==> config.mk <==
export PLATFORM = sky130hd
export DESIGN_NAME = zebra_stripe_scanner
export DESIGN_NICKNAME = d
export VERILOG_FILES = /design/src/rtl/zebra_stripe_scanner.sv
export SDC_FILE = /design/constraint.sdc
export NUM_CORES = 1
export LEC_CHECK = 0
export ABC_AREA = 1
export BUFFER_PORTS_ARGS = -buffer_cell sky130_fd_sc_hd__buf_4
export CORE_MARGIN = 5
export CORE_UTILIZATION = 55
export DETAILED_ROUTE_END_ITERATION = 10
export HOLD_SLACK_MARGIN = 0.02
export PLACE_DENSITY = 0.83
export RECOVER_POWER = 50
export SKIP_CTS_REPAIR_TIMING = 1
export SYNTH_ARGS = -nofsm -noshare
export SYNTH_HDL_FRONTEND = slang
export SYNTH_SLANG_ARGS = --single-unit
export TNS_END_PERCENT = 50
==> constraint.sdc <==
create_clock -name clk -period 5 [get_ports clk]
set_clock_uncertainty 0.05 [all_clocks]
set_input_delay 0.25 -clock clk [delete_from_list [all_inputs] [get_ports clk]]
set_output_delay 0.25 -clock clk [all_outputs]
set_load 0.01 [all_outputs]
==> src/rtl/zebra_stripe_scanner.sv <==
// Zebra-crossing estimator: counts qualifying white runs along evenly
// spaced scan lines of the binarised pixel BRAM and publishes a frame verdict.
module zebra_stripe_scanner #(
    parameter int IMG_WIDTH      = 640,
    parameter int IMG_HEIGHT     = 480,
    parameter int BORDER         = 20,
    parameter int NUM_LINES      = 8,
    parameter int MIN_RUN        = 4,
    parameter int MAX_RUN        = 120,
    parameter int MIN_STRIPES    = 3,
    parameter int LINES_REQUIRED = 2,
    parameter int READ_LATENCY   = 1,
    parameter int SCAN_VERTICAL  = 0
) (
    input  logic                                    clk,
    input  logic                                    rst_n,
    input  logic                                    valid_to_read,
    input  logic                                    abort,
    output logic [$clog2(IMG_WIDTH*IMG_HEIGHT)-1:0] bram_addr,
    input  logic [1:0]                              bram_data,
    output logic                                    busy,
    output logic                                    detection_valid,
    output logic                                    crossing_detected,
    output logic [7:0]                              stripe_count,
    output logic [$clog2(NUM_LINES+1)-1:0]          lines_hit
);

    localparam int AW       = $clog2(IMG_WIDTH*IMG_HEIGHT);
    localparam int LW       = $clog2(NUM_LINES+1);
    localparam int RW       = $clog2(MAX_RUN+2);
    localparam int DW       = $clog2(READ_LATENCY+1);
    localparam int LINE_LEN = (SCAN_VERTICAL != 0) ? IMG_HEIGHT - 2*BORDER
                                                   : IMG_WIDTH - 2*BORDER;
    localparam int STEP     = (SCAN_VERTICAL != 0) ? (IMG_WIDTH - 2*BORDER) / NUM_LINES
                                                   : (IMG_HEIGHT - 2*BORDER) / NUM_LINES;
    localparam int PW       = $clog2(LINE_LEN+1);
    localparam int ADDR_INC = (SCAN_VERTICAL != 0) ? IMG_WIDTH : 1;
    localparam int LINE_INC = (SCAN_VERTICAL != 0) ? STEP : STEP*IMG_WIDTH;
    localparam int BASE     = BORDER*IMG_WIDTH + BORDER;

    typedef enum logic [1:0] {IDLE, ISSUE, DRAIN, LINE_END} state_t;

    state_t state_q, state_d;

    logic [LW-1:0] line_idx;
    logic [PW-1:0] pix_cnt;
    logic [DW-1:0] drain_cnt;
    logic [AW-1:0] line_base;
    logic [LW-1:0] hit_cnt;
    logic [7:0]    max_cnt;
    logic [7:0]    line_cnt;
    logic [RW-1:0] run_len;
    logic          run_trunc;

    logic [READ_LATENCY-1:0] tag_v, tag_f, tag_l;

    logic          start, pix_last, drain_last, last_line, publish;
    logic          white, consume;
    logic [LW-1:0] hit_nxt;
    logic [7:0]    max_nxt;

    assign start      = (state_q == IDLE) && valid_to_read && !abort;
    assign pix_last   = pix_cnt == PW'(LINE_LEN-1);
    assign drain_last = drain_cnt == DW'(READ_LATENCY-1);
    assign last_line  = line_idx == LW'(NUM_LINES-1);
    assign publish    = (state_q == LINE_END) && !abort && last_line;
    assign white      = |bram_data;
    assign consume    = tag_v[READ_LATENCY-1];
    assign hit_nxt    = hit_cnt + LW'(32'(line_cnt) >= MIN_STRIPES);
    assign max_nxt    = (line_cnt > max_cnt) ? line_cnt : max_cnt;

    always_ff @(posedge clk or negedge rst_n) begin
        if (!rst_n) state_q <= IDLE;
        else        state_q <= state_d;
    end

    always_comb begin
        state_d = state_q;
        unique case (state_q)
            IDLE:     if (start) state_d = ISSUE;
            ISSUE:    if (abort) state_d = IDLE;
                      else if (pix_last) state_d = DRAIN;
            DRAIN:    if (abort) state_d = IDLE;
                      else if (drain_last) state_d = LINE_END;
            LINE_END: if (abort || last_line) state_d = IDLE;
                      else state_d = ISSUE;
        endcase
    end

    always_comb begin
        busy = state_q != IDLE;
    end

    // Tags travel with each address so returning data knows its position.
    always_ff @(posedge clk or negedge rst_n) begin
        if (!rst_n) begin
            tag_v <= '0;
            tag_f <= '0;
            tag_l <= '0;
        end else begin
            if (state_q == IDLE) tag_v <= '0;
            else begin
                tag_v[0] <= state_q == ISSUE;
                for (int i = 1; i < READ_LATENCY; i++) tag_v[i] <= tag_v[i-1];
            end
            tag_f[0] <= pix_cnt == '0;
            tag_l[0] <= pix_last;
            for (int i = 1; i < READ_LATENCY; i++) begin
                tag_f[i] <= tag_f[i-1];
                tag_l[i] <= tag_l[i-1];
            end
        end
    end

    always_ff @(posedge clk or negedge rst_n) begin
        if (!rst_n) begin
            line_idx  <= '0;
            pix_cnt   <= '0;
            drain_cnt <= '0;
            line_base <= '0;
            bram_addr <= '0;
            hit_cnt   <= '0;
            max_cnt   <= '0;
        end else if (start) begin
            line_idx  <= '0;
            pix_cnt   <= '0;
            drain_cnt <= '0;
            line_base <= AW'(BASE);
            bram_addr <= AW'(BASE);
            hit_cnt   <= '0;
            max_cnt   <= '0;
        end else if (!abort) begin
            unique case (state_q)
                IDLE: ;
                ISSUE: begin
                    pix_cnt <= pix_cnt + PW'(1);
                    if (!pix_last) bram_addr <= bram_addr + AW'(ADDR_INC);
                end
                DRAIN: drain_cnt <= drain_cnt + DW'(1);
                LINE_END: begin
                    hit_cnt   <= hit_nxt;
                    max_cnt   <= max_nxt;
                    pix_cnt   <= '0;
                    drain_cnt <= '0;
                    if (!last_line) begin
                        line_idx  <= line_idx + LW'(1);
                        line_base <= line_base + AW'(LINE_INC);
                        bram_addr <= line_base + AW'(LINE_INC);
                    end
                end
            endcase
        end
    end

    // Runs touching either end of the line are truncated and never qualify.
    always_ff @(posedge clk or negedge rst_n) begin
        if (!rst_n) begin
            run_len   <= '0;
            run_trunc <= 1'b0;
            line_cnt  <= '0;
        end else if (start || state_q == LINE_END) begin
            run_len   <= '0;
            run_trunc <= 1'b0;
            line_cnt  <= '0;
        end else if (consume) begin
            if (white) begin
                if (tag_l[READ_LATENCY-1]) run_len <= '0;
                else begin
                    if (run_len != RW'(MAX_RUN+1)) run_len <= run_len + RW'(1);
                    if (run_len == '0) run_trunc <= tag_f[READ_LATENCY-1];
                end
            end else if (run_len != '0) begin
                if (!run_trunc && 32'(run_len) >= MIN_RUN &&
                    32'(run_len) <= MAX_RUN && line_cnt != 8'hFF)
                    line_cnt <= line_cnt + 8'd1;
                run_len <= '0;
            end
        end
    end

    always_ff @(posedge clk or negedge rst_n) begin
        if (!rst_n) begin
            detection_valid   <= 1'b0;
            crossing_detected <= 1'b0;
            stripe_count      <= '0;
            lines_hit         <= '0;
        end else begin
            detection_valid <= publish;
            if (publish) begin
                stripe_count      <= max_nxt;
                lines_hit         <= hit_nxt;
                crossing_detected <= 32'(hit_nxt) >= LINES_REQUIRED;
            end
        end
    end

endmodule

# After elaboration in Yosys (flattened, before gate mapping)
# Index checks and enable logic that the tools add are counted.
# totals
elab_cells	132
regBits	100
out_inout_bits	34
romBits	0
inputBits	6
ramBits	0
n_memories	0
latch_bits	0
# classes
eq_ne	17
n_mul	0
n_addsub	8
n_shift	0
n_reduce_logical	35
n_lt_le_gt_ge	5
bitwise	0
n_mux	49
div	0
# ops
cell	n
2-to-1 mux 19 bit	7
2-to-1 mux 8 bit	9
2-to-1 mux 7 bit	6
case mux 19 bit (2 select lines)	1
2-to-1 mux 4 bit	7
2-to-1 mux 10 bit	2
case mux 10 bit (2 select lines)	1
adder 19 x 1 -> 19 bit, second input constant	1
adder 19 x 16 -> 19 bit, second input constant	1
nonzero test 2 bit	7
!= test 3 bit, second input constant	4
AND reduction 4 bit	3
adder 10 x 1 -> 10 bit, second input constant	1
equality test 10 bit, second input constant	1
logical NOT 10 bit	1
2-to-1 mux 2 bit	5
2-to-1 mux 1 bit	9
AND reduction 3 bit	3
nonzero test 3 bit	3
adder 8 x 1 -> 8 bit, second input constant	1
greater-or-equal comparator 8 x 2 -> 1 bit, second input constant	1
greater-than comparator 8 bit	1
!= test 8 bit, second input constant	1
case mux 2 bit (4 select lines)	1
23 further kinds	37

# Depth between registers and ports, before layout
# Gate-level depths: netlist (run 1).
# logic_depth
ltp_word	9
depth_mapped	12
ltp_nobuf	12

# Least setup slack after synthesis (run 1)
# OpenSTA, ideal clock, no wires.
# synth_timing
path_kind	flip-flop to flip-flop
from	reg line_cnt[6]
to	reg hit_cnt[2]
stages_incl_launch_ff	8
setup_ns	0.121
path_buffers	1
setup_slack_ns	3.177
period_less_slack_ns	1.823
arrival_ns	1.652
required_ns	4.829
cell_sequence	dfrtp_1 -> clkbuf_1 -> nor4_1 -> nand4_1 -> ha_1 -> ha_1 -> xor2_1 -> a22o_1
# synth_via
elab_chain_len	5
# synth_rtl
element	line_no	rtl
from (decl)	51	logic [7:0] line_cnt;
from (signal assigned)	175	line_cnt <= line_cnt + 8'd1;
greater-or-equal comparator 8 x 2 -> 1 bit	69	assign hit_nxt = hit_cnt + LW'(32'(line_cnt) >= MIN_STRIPES);
adder 4 x 1 -> 4 bit	69	
2-to-1 mux 4 bit	133	unique case (state_q)
2-to-1 mux 4 bit	132	end else if (!abort) begin
2-to-1 mux 4 bit	124	end else if (start) begin
to (signal assigned)	141	hit_cnt <= hit_nxt;
to (decl)	49	logic [LW-1:0] hit_cnt;
# Every way passes these cells. The select of a mux whose other input is x is not followed.
# A chain may end at the register's enable or synchronous reset.

==> run metrics, run 1 <==
FF+latch count, synth=94; Mapped Area=between 0.005 and 0.006 mm^2; std cell rows=36; Worst Tran Pin Value=2.18 ns; IO Port Bufs=39; failing checks=max-capacitance violations, max-slew violations; antenna viol nets, final=0; WL final=13100 um; DRC=0; CORE AREA=just under 0.01 mm^2; sequential area share after synthesis=a little over two fifths; CP Max Fanout=52; grt ovf=0; GRT Overall Usage=23.0%; total CTS buffers=9; P&R area growth vs syn=9.01%; Root Driver=clkbuf_8; Die X=110 um; Syn Nets=781; CTS tree=yes; Max Cap Viol=1; setup TNS=0 ns; most frequent cells in the layout=nand2_1 (226), dfrtp_1 (94), inv_1 (91); pwr dens=592 mW/mm^2; leakage=3.02 nW; dpl ws=2.47 ns; synth warn=0; Nets=818; HPWL Detailed=9610 um; clk_lat worst skew=0.37 ns; CP startpoint kind=input port; initial antenna violation count=0; GP Congestion=0.962; Final min period=between 2 and 3 ns; fraction of layout cells with a size suffix above 1=4.89%; Critical Path RT=approximately 5.4 ns; Final Hold Vio Count=0; Longest Clk Path Bufs=2; max-slew violation count=44; synthesized area per cell=between 7 and 8 um^2; CP Class=in2async; TritonRoute pass-1 iters=6; initial DRC count=411; CP arrival=around 3.1 ns; WL per Instance=14.1 um; Mapped Cells=756; Worst-path clk slew=~0.10 ns; Fill cells=880; Starting Density=56.1%; # IOs=40; Clock Sinks=94; FFs w/ async S/R, synth=100%; worst min path class=in2reg; VDD IR max=around 320 uV; die area=0.0120 mm^2; first-pass GRT wire length=around 22000 um; Top FF cell, synth=dfrtp_1; Post-synth EDFFs=0; pin count of the biggest net entering global routing=53; vias per inst=5.49; Peak Freq=363 MHz; DR vias=5114; relative slew slack=-45.5%; Setup WS post-layout=about 2.2 ns; Final setup viols=0; nature of the critical path endpoint=asynchronous set/reset pin; vias in the first global route=slightly below 5000; RSZ-0062 raised after global routing=false; post-route core utilization=61.1%; most common cell after layout, fill and taps aside=nand2_1; post-synth cell types=37; outcome=finished, violations left; H-tree Lvls=3; Die Y=110 um; period utilisation layout=55.0%; # diodes=0
==> path summary, 6_finish.rpt <==
kind / startpoint / end / slack (ns) / cells after the start
max in group clk: state_q[1] / crossing_detected / 2.44 / 7
min in group asynchronous: rst_n / run_len[1] / 1.00 / 2
hold / removal: abort / max_cnt[6] / 0.24 / 4
setup reg to reg: state_q[1] / crossing_detected / 2.44 / 7
setup / recovery: rst_n / bram_addr[13] / 2.25 / 3
hold reg to reg: line_base[4] / line_base[4] / 0.41 / 1
==> report_power, final <==
| part | internal, mW | switching, mW | total, mW | leakage (nW) |
|---|---|---|---|---|
| registers | 0.971 | 0.230 | 1.20 | 1.24 |
| clock network | 0.283 | 0.283 | 0.567 | 0.106 |
| logic | 0.510 | 1.24 | 1.75 | 1.68 |
==> logic make-up (layout without fill, tap and decap cells) <==
group / count (synthesis) / count (layout) / share of synthesized area, %
and+or+nand+nor: 437 / 437 / 34.5
buffers and inverters: 113 / 155 / 7.98
DFF: 94 / 94 / 43.1
AOI/OAI and AO/OA: 81 / 81 / 8.14
adders and majority gates: 19 / 19 / 4.36
xor gates and xnor gates: 12 / 12 / 1.93
==> worst max-delay path: stages <==
cell	delay [ns]
dlygate4sd3_1	0.52
clkbuf_1	1.55
buf_4	0.77
==> layer usage <==
metal | vias to the layer above | wire [um] | track usage, %
li1 | 2516 | - | -
met1 | 2386 | 5870 | 29.7
met2 | 181 | 6300 | 38.7
met3 | 31 | 662 | 4.35
met4 | 0 | 250 | 8.64
met5 | - | 0 | 0
==> synth_stat cells (6+ instances only) <==
cell	number	area, um^2
nor3_1	13	65.1
clkbuf_1	7	26.3
nor2_1	75	282
dfrtp_1	94	2350
inv_1	91	342
o22ai_1	6	37.5
xor2_1	11	96.3
inv_2	6	22.5
nand3_1	82	410
ha_1	19	238
nand4_1	17	106
a21oi_1	24	120
nor2_2	7	43.8
nand2_1	226	848
buf_2	6	30.0
o21ai_1	10	50.1
o21ai_0	29	145
==> cell type report <==
| type | count | area, um^2 | area share, % |
|---|---|---|---|
| tap | 133 | 166 | 2.80 |
| clock buffer | 9 | 124 | 2.08 |
| sequential | 94 | 2350 | 39.5 |
| multi-input combinational | 549 | 2660 | 44.8 |
| inverter | 98 | 368 | 6.18 |
| clock inverter | 7 | 97.6 | 1.64 |
| timing repair buffer | 41 | 179 | 3.01 |
==> flip-flops by register name (all words and copies together) (netlist names) <==
name / cells
drain_cnt: 1
detection_valid: 1
tag_l: 1
run_len: 7
lines_hit: 4
max_cnt: 8
line_base: 13
stripe_count: 8
run_trunc: 1
crossing_detected: 1
state_q: 2
consume: 1
pix_cnt: 10
bram_addr: 19
hit_cnt: 4
line_cnt: 8
line_idx: 4
tag_f: 1
==> per-stage QoR <==
stage	instances	total power, mW	area [um^2]	hold WS [ns]
after floorplan	756	2.46	5460	-0.0956
after CTS	930	3.55	6080	-0.195
after global placement	914	2.88	5860	0.218
after detailed placement	914	2.97	5860	0.213
after global routing	931	3.85	5950	0.249
final	931	3.52	5950	0.244
Power figures use the tool's default switching activity.
==> run 2, diff against run 1 <==
==> constraint.sdc (replaced) <==
create_clock -name clk -period 2.59 [get_ports clk]
set_clock_uncertainty 0.05 [all_clocks]
set_input_delay 0.1295 -clock clk [delete_from_list [all_inputs] [get_ports clk]]
set_output_delay 0.1295 -clock clk [all_outputs]
set_load 0.01 [all_outputs]
==> run metrics, run 2 (synthesis gave the netlist of run 1 again) <==
WL final=13400 um (was 13100 um); outcome=completed (was finished, violations left); Starting Density=56.1% (unchanged); CTS tree=yes (unchanged); pin count of the biggest net entering global routing=49 (was 53); vias in the first global route=4992 (was 4825); nature of the critical path endpoint=register (was asynchronous set/reset pin); relative slew slack=20.0% (was -45.5%); Peak Freq=475 MHz; fraction of layout cells with a size suffix above 1=8.08% (was 4.89%); GP Congestion=0.954 (was 0.962); r2r worst-path depth=8 (was 7); max incr delay on CP=0.45 ns (was 1.55 ns); Final Hold Vio Count=0 (unchanged); Critical Path RT=2.82 ns (was 5.39 ns); Clock Sinks=94 (unchanged); Final setup viols=0 (unchanged); setup TNS=0 ns (unchanged); Longest Clk Path Bufs=2 (unchanged); design area=0.00611 mm^2 (was 0.00595 mm^2); Root Driver=clkbuf_8 (unchanged); pwr dens=1180 mW/mm^2 (was 592 mW/mm^2); std cell rows=36 (unchanged); P&R area growth vs syn=12.0% (was 9.01%); HPWL Detailed=9820 um (was 9610 um); Final min period=2.11 ns; Pwr Total=7.19 mW (was 3.52 mW); initial DRC count=373 (was 411); slowest CP cell=dfrtp_1 (was clkbuf_1); GRT Overall Usage=24.1% (was 23.0%); CP cell instances=nand2_2 > inv_1 > a21oi_1 > nand2_1 > nor2_2 > nand3_1 > nand2_1 > inv_1 (was dlygate4sd3_1 > clkbuf_1 > buf_4); Max Cap Viol=0 (was 1); clk_lat worst skew=0.37 ns (about the same); Worst Tran Pin Value=1.20 ns (was 2.18 ns); DP Area=0.00591 mm^2 (was 0.00586 mm^2); H-tree Lvls=3 (unchanged); DR vias=5154 (was 5114); RSZ-0062 raised after global routing=false (unchanged); CP Max Fanout=17 (was 52); Die Y=110 um (unchanged); CP arrival=2.33 ns (was 3.14 ns); grt ovf=0 (unchanged); VDD IR max=742 uV (was 323 uV); Nets=824 (was 818); first-pass GRT wire length=23000 um (was 22000 um); period utilisation layout=81.4%; total CTS buffers=9 (unchanged); largest registers=bram_addr x19, line_base x13, pix_cnt x10 (unchanged); antenna viol nets, final=0 (unchanged); worst min path class=in2reg (unchanged); Largest register FFs=19 (unchanged); die area=0.0120 mm^2 (unchanged); post-route core utilization=62.8% (was 61.1%); vias per inst=5.50 (was 5.49); Worst Hold Depth=4 (unchanged); leakage=3.14 nW (was 3.02 nW); # IOs=40 (unchanged); Worst-path clk slew=0.10 ns (about the same); Fill cells=864 (was 880); TritonRoute pass-1 iters=5 (was 6); DRC=0 (unchanged); initial antenna violation count=0 (unchanged); Reg with most FFs=bram_addr (unchanged); CP Class=reg2reg (was in2async); CORE AREA=0.00973 mm^2 (unchanged); most frequent cells in the layout=nand2_1 (226), dfrtp_1 (94), inv_1 (91) (unchanged); max-slew violation count=0 (was 44); # diodes=0 (unchanged); IO Port Bufs=39 (unchanged); CP startpoint kind=register (was input port); WL per Instance=14.3 um (was 14.1 um); Die X=110 um (unchanged); most common cell after layout, fill and taps aside=nand2_1 (unchanged)
run 2: stage by stage:
stage	setup WS [ns]	std cells	hold WS, ns
floorplan	0.767	756	-0.216
global placement	0.586	920	0.133
detailed placement	0.534	920	0.141
CTS	0.502	936	-0.258
global route	0.270	937	0.140
finish	0.483	937	0.144
run 2: path summary, 6_finish.rpt:
check	start	endpoint	slack, ns
max	state_q[1]	bram_addr[13]	0.48
min	abort	hit_cnt[0]	0.14
max reg2reg	state_q[1]	bram_addr[13]	0.48
min reg2reg	line_base[4]	line_base[4]	0.42
max in group asynchronous	rst_n	bram_addr[14]	0.65
min in group asynchronous	rst_n	run_len[2]	0.48
run 2: cell type report:
class                      count  area, um^2  share of cell area [%]
clock buffer                   9         124                    2.03
clock inverter                 7         145                    2.37
sequential                    94        2350                    38.5
multi-input combinational    549        2670                    43.7
inverter                      98         368                    6.02
tap                          133         166                    2.72
timing repair buffer          47         289                    4.73
run 2: critical path: cells and delay by family, from the launching register on:
kind,cells,cell delay (ns)
AO/OA/AOI/OAI,1,0.21
buffers and inverters,2,0.32
flip-flops,1,0.45
AND/OR/NAND/NOR,5,0.99
run 2: power by group:
| group | internal, mW | switching (mW) | total [mW] |
|---|---|---|---|
| clock | 0.744 | 0.549 | 1.29 |
| sequential | 1.87 | 0.445 | 2.32 |
| combinational | 1.15 | 2.42 | 3.57 |
run 2: layer usage:
metal	GRT usage, %	vias to the layer above	share of wire, %
met2	41.5	181	50
met1	30.7	2424	43
met3	4.11	23	5.0
li1	-	2526	-
met5	0	-	0
met4	7.93	0	1.7
